<file path="config.mk">
export PLATFORM = sky130hd
export DESIGN_NAME = mfp_ahb_gpio_irq
export DESIGN_NICKNAME = d
export VERILOG_FILES = /design/src/rtl/mfp_ahb_gpio_irq.sv
export SDC_FILE = /design/constraint.sdc
export NUM_CORES = 1
export LEC_CHECK = 0
export CORE_MARGIN = 3
export CORE_UTILIZATION = 55
export CTS_CLUSTER_DIAMETER = 60
export DETAILED_ROUTE_END_ITERATION = 10
export PLACE_DENSITY = 0.9
export REMOVE_ABC_BUFFERS = 1
export SYNTH_ARGS = -nofsm -noshare
export SYNTH_HDL_FRONTEND = slang
export SYNTH_SLANG_ARGS = --single-unit
</file>
<file path="constraint.sdc">
create_clock -name HCLK -period 3.3 [get_ports HCLK]
set_input_delay 0.33 -clock HCLK [delete_from_list [all_inputs] [get_ports HCLK]]
set_output_delay 0.33 -clock HCLK [all_outputs]
set_load 0.1 [all_outputs]
</file>
<file path="src/rtl/mfp_ahb_gpio_irq.sv">
// AHB-Lite GPIO slave: atomic set/clear outputs, synchronised inputs, edge IRQs (W1C).
// Define MFP_GPIO_DEBOUNCE_EN to insert the prescaled two-sample debounce stage.
module mfp_ahb_gpio_irq #(
    parameter int N_IN      = 16,
    parameter int N_OUT     = 16,
    parameter int DB_CYCLES = 50000
) (
    input  logic             HCLK,
    input  logic             HRESET,
    input  logic [3:0]       HADDR,
    input  logic [1:0]       HTRANS,
    input  logic [31:0]      HWDATA,
    input  logic             HWRITE,
    input  logic             HSEL,
    output logic [31:0]      HRDATA,
    input  logic [N_IN-1:0]  IO_IN,
    output logic [N_OUT-1:0] IO_OUT,
    output logic             IO_IRQ
);

    localparam logic [3:0] A_IN     = 4'd0;
    localparam logic [3:0] A_OUT    = 4'd1;
    localparam logic [3:0] A_SET    = 4'd2;
    localparam logic [3:0] A_CLR    = 4'd3;
    localparam logic [3:0] A_IRQ_EN = 4'd4;
    localparam logic [3:0] A_EDGE   = 4'd5;
    localparam logic [3:0] A_STATUS = 4'd6;
    localparam logic [3:0] A_RAW    = 4'd7;

    logic             r_wr_en;
    logic [3:0]       r_wr_addr;
    logic [N_IN-1:0]  r_sync1;
    logic [N_IN-1:0]  r_sync2;
    logic [N_IN-1:0]  w_db;
    logic [N_IN-1:0]  r_db_prev;
    logic [N_IN-1:0]  w_rise;
    logic [N_IN-1:0]  w_fall;
    logic [N_IN-1:0]  w_ev;
    logic [N_IN-1:0]  w_clr;
    logic [N_IN-1:0]  r_irq_en;
    logic [N_IN-1:0]  r_edge_sel;
    logic [N_IN-1:0]  r_status;
    logic [N_OUT-1:0] r_out;
    logic             r_irq;
    logic [31:0]      r_rdata;
    logic [31:0]      w_rdata;
    logic             w_unused_hwdata;

    assign w_unused_hwdata = ^HWDATA;

    // Address phase qualified into a single write-pending flag.
    always_ff @(posedge HCLK) begin
        if (HRESET) begin
            r_wr_en   <= 1'b0;
            r_wr_addr <= 4'd0;
        end else begin
            r_wr_en   <= HSEL & HWRITE & (HTRANS != 2'b00);
            r_wr_addr <= HADDR;
        end
    end

    always_ff @(posedge HCLK) begin
        if (HRESET) begin
            r_sync1 <= '0;
            r_sync2 <= '0;
        end else begin
            r_sync1 <= IO_IN;
            r_sync2 <= r_sync1;
        end
    end

`ifdef MFP_GPIO_DEBOUNCE_EN
    localparam int            PW   = $clog2(DB_CYCLES);
    localparam logic [PW-1:0] PMAX = PW'(DB_CYCLES - 1);

    logic [PW-1:0]   r_presc;
    logic            w_tick;
    logic [N_IN-1:0] r_samp;
    logic [N_IN-1:0] r_db;
    logic [N_IN-1:0] w_same;

    assign w_tick = (r_presc == PMAX);
    assign w_same = ~(r_sync2 ^ r_samp);

    // A new level is accepted only when two consecutive ticks agree.
    always_ff @(posedge HCLK) begin
        if (HRESET) begin
            r_presc <= '0;
            r_samp  <= '0;
            r_db    <= '0;
        end else begin
            r_presc <= w_tick ? '0 : r_presc + 1'b1;
            if (w_tick) begin
                r_samp <= r_sync2;
                r_db   <= (w_same & r_sync2) | (~w_same & r_db);
            end
        end
    end

    assign w_db = r_db;
`else
    logic w_unused_db;

    assign w_unused_db = (DB_CYCLES > 1);
    assign w_db        = r_sync2;
`endif

    always_ff @(posedge HCLK) begin
        if (HRESET) begin
            r_db_prev <= '0;
        end else begin
            r_db_prev <= w_db;
        end
    end

    assign w_rise = w_db & ~r_db_prev;
    assign w_fall = ~w_db & r_db_prev;
    assign w_ev   = r_irq_en & ((r_edge_sel & w_fall) | (~r_edge_sel & w_rise));
    assign w_clr  = (r_wr_en && r_wr_addr == A_STATUS) ? HWDATA[N_IN-1:0] : '0;

    always_ff @(posedge HCLK) begin
        if (HRESET) begin
            r_out      <= '0;
            r_irq_en   <= '0;
            r_edge_sel <= '0;
        end else if (r_wr_en) begin
            case (r_wr_addr)
                A_OUT:    r_out      <= HWDATA[N_OUT-1:0];
                A_SET:    r_out      <= r_out | HWDATA[N_OUT-1:0];
                A_CLR:    r_out      <= r_out & ~HWDATA[N_OUT-1:0];
                A_IRQ_EN: r_irq_en   <= HWDATA[N_IN-1:0];
                A_EDGE:   r_edge_sel <= HWDATA[N_IN-1:0];
                default:  ;
            endcase
        end
    end

    // New events are OR-ed in after the clear, so a simultaneous set wins.
    always_ff @(posedge HCLK) begin
        if (HRESET) begin
            r_status <= '0;
            r_irq    <= 1'b0;
        end else begin
            r_status <= (r_status & ~w_clr) | w_ev;
            r_irq    <= |r_status;
        end
    end

    always_comb begin
        w_rdata = '0;
        case (HADDR)
            A_IN:     w_rdata[N_IN-1:0]  = w_db;
            A_OUT:    w_rdata[N_OUT-1:0] = r_out;
            A_IRQ_EN: w_rdata[N_IN-1:0]  = r_irq_en;
            A_EDGE:   w_rdata[N_IN-1:0]  = r_edge_sel;
            A_STATUS: w_rdata[N_IN-1:0]  = r_status;
            A_RAW:    w_rdata[N_IN-1:0]  = r_sync2;
            default:  ;
        endcase
    end

    always_ff @(posedge HCLK) begin
        if (HRESET) begin
            r_rdata <= '0;
        end else begin
            r_rdata <= w_rdata;
        end
    end

    assign HRDATA = r_rdata;
    assign IO_OUT = r_out;
    assign IO_IRQ = r_irq;

endmodule

</file>
After elaboration in Yosys (flattened, before gate mapping):

Cells that the tools add are included.

* bits in registers: 150
* input bits: 58
* output and inout port bits: 49
* word-level logic and storage cells: 52

* equality and inequality tests: 11
* multiplexer cells: 3
* bitwise operators: 17
* reductions and logical operators: 9

Operators by type and width (count)
* $and A16 B16 Y16: 7
* $not A16 Y16: 5
* $pmux W16 S5: 1
* $or A16 B16 Y16: 3
* $pmux W16 S3: 1
* $eq A4 B3 Y1 const B: 7
* $mux W16: 1
* $reduce_or A16 Y1: 1
* $eq A4 B1 Y1 const B: 2
* $eq A4 B2 Y1 const B: 2
* $reduce_and A2 Y1: 3
* $logic_not A4 Y1: 1
* $reduce_bool A3 Y1: 1
* $and A1 B1 Y1: 2
* $reduce_bool A2 Y1: 1
* $reduce_or A2 Y1: 1
* $logic_and A1 B1 Y1: 1

Longest topological paths before layout:

* word-level depth: 6
* depth in mapped cells: 6
* mapped depth without buffers: 3

Least setup slack after synthesis:

No wires, ideal clock.

* path type: register to register
* start: reg r_out[11], in the netlist IO_OUT[11]
* end: reg r_rdata[11], in the netlist HRDATA[11]
* library setup time: 59 ps
* arrival time: 1445 ps
* data required time: 3241 ps
* setup slack: 1796 ps
* cell stages (with the launch flop): 4
* path buffers: 0
* period minus slack after synthesis: 1504 ps
* cells stage by stage: dfxtp_1 > nor4bb_1 > a41o_1 > o31a_1

* word-level cells in the longest chain between the ends: 1

Ends and longest elaborated chain
* start, declared: RTL line 43 `logic [N_OUT-1:0] r_out;`
* start signal, assigned: RTL line 128 `A_OUT: r_out <= HWDATA[N_OUT-1:0];`
* start signal, assigned: RTL line 129 `A_SET: r_out <= r_out | HWDATA[N_OUT-1:0];`
* start signal, assigned: RTL line 130 `A_CLR: r_out <= r_out & ~HWDATA[N_OUT-1:0];`
* $pmux W16 S5: RTL line 151 `case (HADDR)`
* end signal, assigned: RTL line 166 `r_rdata <= w_rdata;`
* end, declared: RTL line 45 `logic [31:0] r_rdata;`

Every way passes these cells.
A chain may end at the register's enable or synchronous reset.

Worst setup path after layout:

* start: reg r_out[3], in the netlist IO_OUT[3]
* end: out IO_OUT[3]

RTL lines
* end, declared: RTL line 17 `output logic [N_OUT-1:0] IO_OUT,`

No word-level cell between the ends.

==> metrics.txt <==
Die H 107 um; ys flop type dfxtp_1; PD cells 524 mW/mm^2; Async SR Flop Fraction 0%; row count 36; CP top delay family buffers and inverters; # fillers 684; worst relative slew slack 33.8%; Setup crit end kind primary output; area of the multi-input gates 0.00270 mm^2; CTS root buf clkbuf_8; CP max stage delay 1.16 ns; via count 4697; Post-Synth XOR/XNOR Area 0.155%; first-pass GRT wire length 22.9 mm; Area Growth Syn to Fin 23.5%; htree depth 4; Mapped Avg Cell Area 9.81 um^2; die area 0.0115 mm^2; static leakage 0.00259 uW; cells along the critical path clkdlybuf4s50_1; mux cell area share after synthesis 11.2%; clock-pin slew on the worst setup and hold paths 0.06 ns; Slew Viols, Final 0; Yosys reg bits 134; CTS hold repair buffers 0; final setup TNS 0 ns; floorplan core area 0.00986 mm^2; Max Clock Skew 0.0171 ns; DP HPWL 9.08 mm; nets 703; Longest Clk Path Bufs 2; vias in the first global route 4633; Starting Density 57.2%; Critical Path RT 2.97 ns; GPL Wtd Cong 0.850; sequential share of the synthesized area 47.5%; post-route ant nets 0; Post-CTS Setup Bufs 0; worst slew pin tran 0.988 ns; Worst IR Drop VDD 273 uV; non-filler cells, final 791; total gr overflow 0; compound-cell area share of the yosys netlist 13.3%; Final min period 2.41 ns; CP bufs+invs 1; crit share post-route 73.0%; maximum clock frequency 415 MHz; Starting DRT DRC Count 332; port bufs 74; commonest non-fill, non-tap cell in the layout dfxtp_1; drt pass-1 iters 5; Sequential Area 0.00268 mm^2; final setup fails 0; RSZ-0062 raised after global routing false; Tightest Hold Check Type in2reg; largest family of logic cells by synthesized area simple AND/OR/NAND/NOR gates; worst skew pair latency 0.53 ns; critical path class reg2out; share of cells above drive strength 1 14.4%; Worst Path Arrival 2.08 ns; most frequent cells in the layout dfxtp_1, clkdlybuf4s50_1, nor2b_1; largest net degree at the start of global routing 88; initial antenna violation count 0; WL final 14.5 mm; die width 107 um; Boundary Pins 107; Total GRT Usage 25.6%; CTS tree built; vias per cell 5.94; Max Cap Viol 0; Post-Place Cells 759; synthesized area 0.00564 mm^2; Hold Fails Final Rpt 0; clk sink count 134; Ys Warns 0; Post-CTS Resized 0; Simple-Gate Fraction of Synth Area 21.8%; Post-Synth Adder-Cell Area 0%; Residual DRC 0; synthesized instance count 575; slowest CP cell clkdlybuf4s50_1; status completed; crit-path max FO 3; ANT cells 0; per-cell routed wire length 18.3 um; Unique masters post-synth 41; startpoint types register; CTS Buf Count 17; Post-synth EDFFs 0
stage by stage:
stage / cell area [um^2] / setup WS, ns / power [uW] / hold WS, ns / utilization, %
3_3_place_gp: 6440 / 0.999 / 2020 / 0.418 / 65.3
3_5_place_dp: 6440 / 0.984 / 2030 / 0.420 / 65.3
6_report: 6970 / 0.893 / 3650 / 0.309 / 70.7
2_1_floorplan: 5380 / 0.346 / 1880 / 0.397 / -
5_1_grt: 6970 / 0.841 / 3760 / 0.323 / 70.7
4_1_cts: 6970 / 0.875 / 3650 / 0.319 / 70.7
layout make-up:
class,count,area share [%]
Multi-Input combinational cell,397,38.7
Timing Repair Buffer,93,12.8
Sequential cell,134,38.5
Clock buffer,21,6.44
Inverter,2,0.108
Tap cell,133,2.39
Clock inverter,11,1.11
worst register-to-register path, delay by kind of cell (launching register included):
kind | cells | cell delay [ns]
AND/OR/NAND/NOR | 1 | 0.82
AO/OA/AOI/OAI | 2 | 0.58
flip-flops | 1 | 0.47
final timing paths:
| check | start | to | slack [ns] | cells past startpoint |
|---|---|---|---|---|
| worst min register to register | r_sync1[11] | r_sync2[11] | 0.44 | 1 |
| worst min-delay path | HRESET | r_sync1[7] | 0.31 | 3 |
| worst max register to register | r_wr_addr[0] | IO_OUT[13] | 1.30 | 3 |
| worst max-delay path | IO_OUT[3] | IO_OUT[3] | 0.89 | 1 |
power breakdown:
group	total, uW	switching [uW]	internal (uW)
Clock	1650	691	961
Sequential	1670	18.4	1650
Combinational	332	222	110
cells in the mapped netlist (2+ instances only):
cell type  instances  area share, %
nand3_1           32            2.8
nor3_1             2           0.18
o21ai_0           31            2.7
buf_2             13            1.2
nor2b_1           68            7.5
mux2i_1           63             11
inv_1              2           0.13
or3b_2            16            2.5
or3b_1             2           0.31
buf_4             19            2.5
o22a_1            14            2.2
nand2_1           33            2.2
a21oi_2           10            1.6
nand2b_1          16            1.8
clkbuf_1          21            1.4
nor2_1             2           0.13
nor4_1             4           0.44
a21oi_1           36            3.2
dfxtp_1          134             48
buf_6              3           0.60
nand3b_1          20            2.7
a31o_2            15            2.3
flip-flops by register name, indices dropped and copies added, names as in the netlist:
name and cells:
HRDATA 16, IO_OUT 16, r_db_prev 16, r_edge_sel 16
r_irq_en 16, r_status 16, r_sync1 16, r_sync2 16
r_wr_addr 4, IO_IRQ 1, r_wr_en 1
kinds of logic after synthesis:
group,after synthesis
XOR/XNOR,1
buffers and inverters,59
multiplexers,63
flip-flops,134
AO/OA/AOI/OAI,115
other,1
AND/OR/NAND/NOR,202
per-layer routing:
layer | up-vias | GRT usage, % | part of all wire [%] | routed length, um
met5 | - | 0 | 0 | 0
met4 | 0 | 12.9 | 3.0 | 430
met3 | 42 | 7.02 | 9.6 | 1390
met2 | 267 | 42.9 | 49 | 7080
met1 | 2248 | 30.2 | 39 | 5600
li1 | 2140 | - | - | -
(Power assumes the default switching activity.)
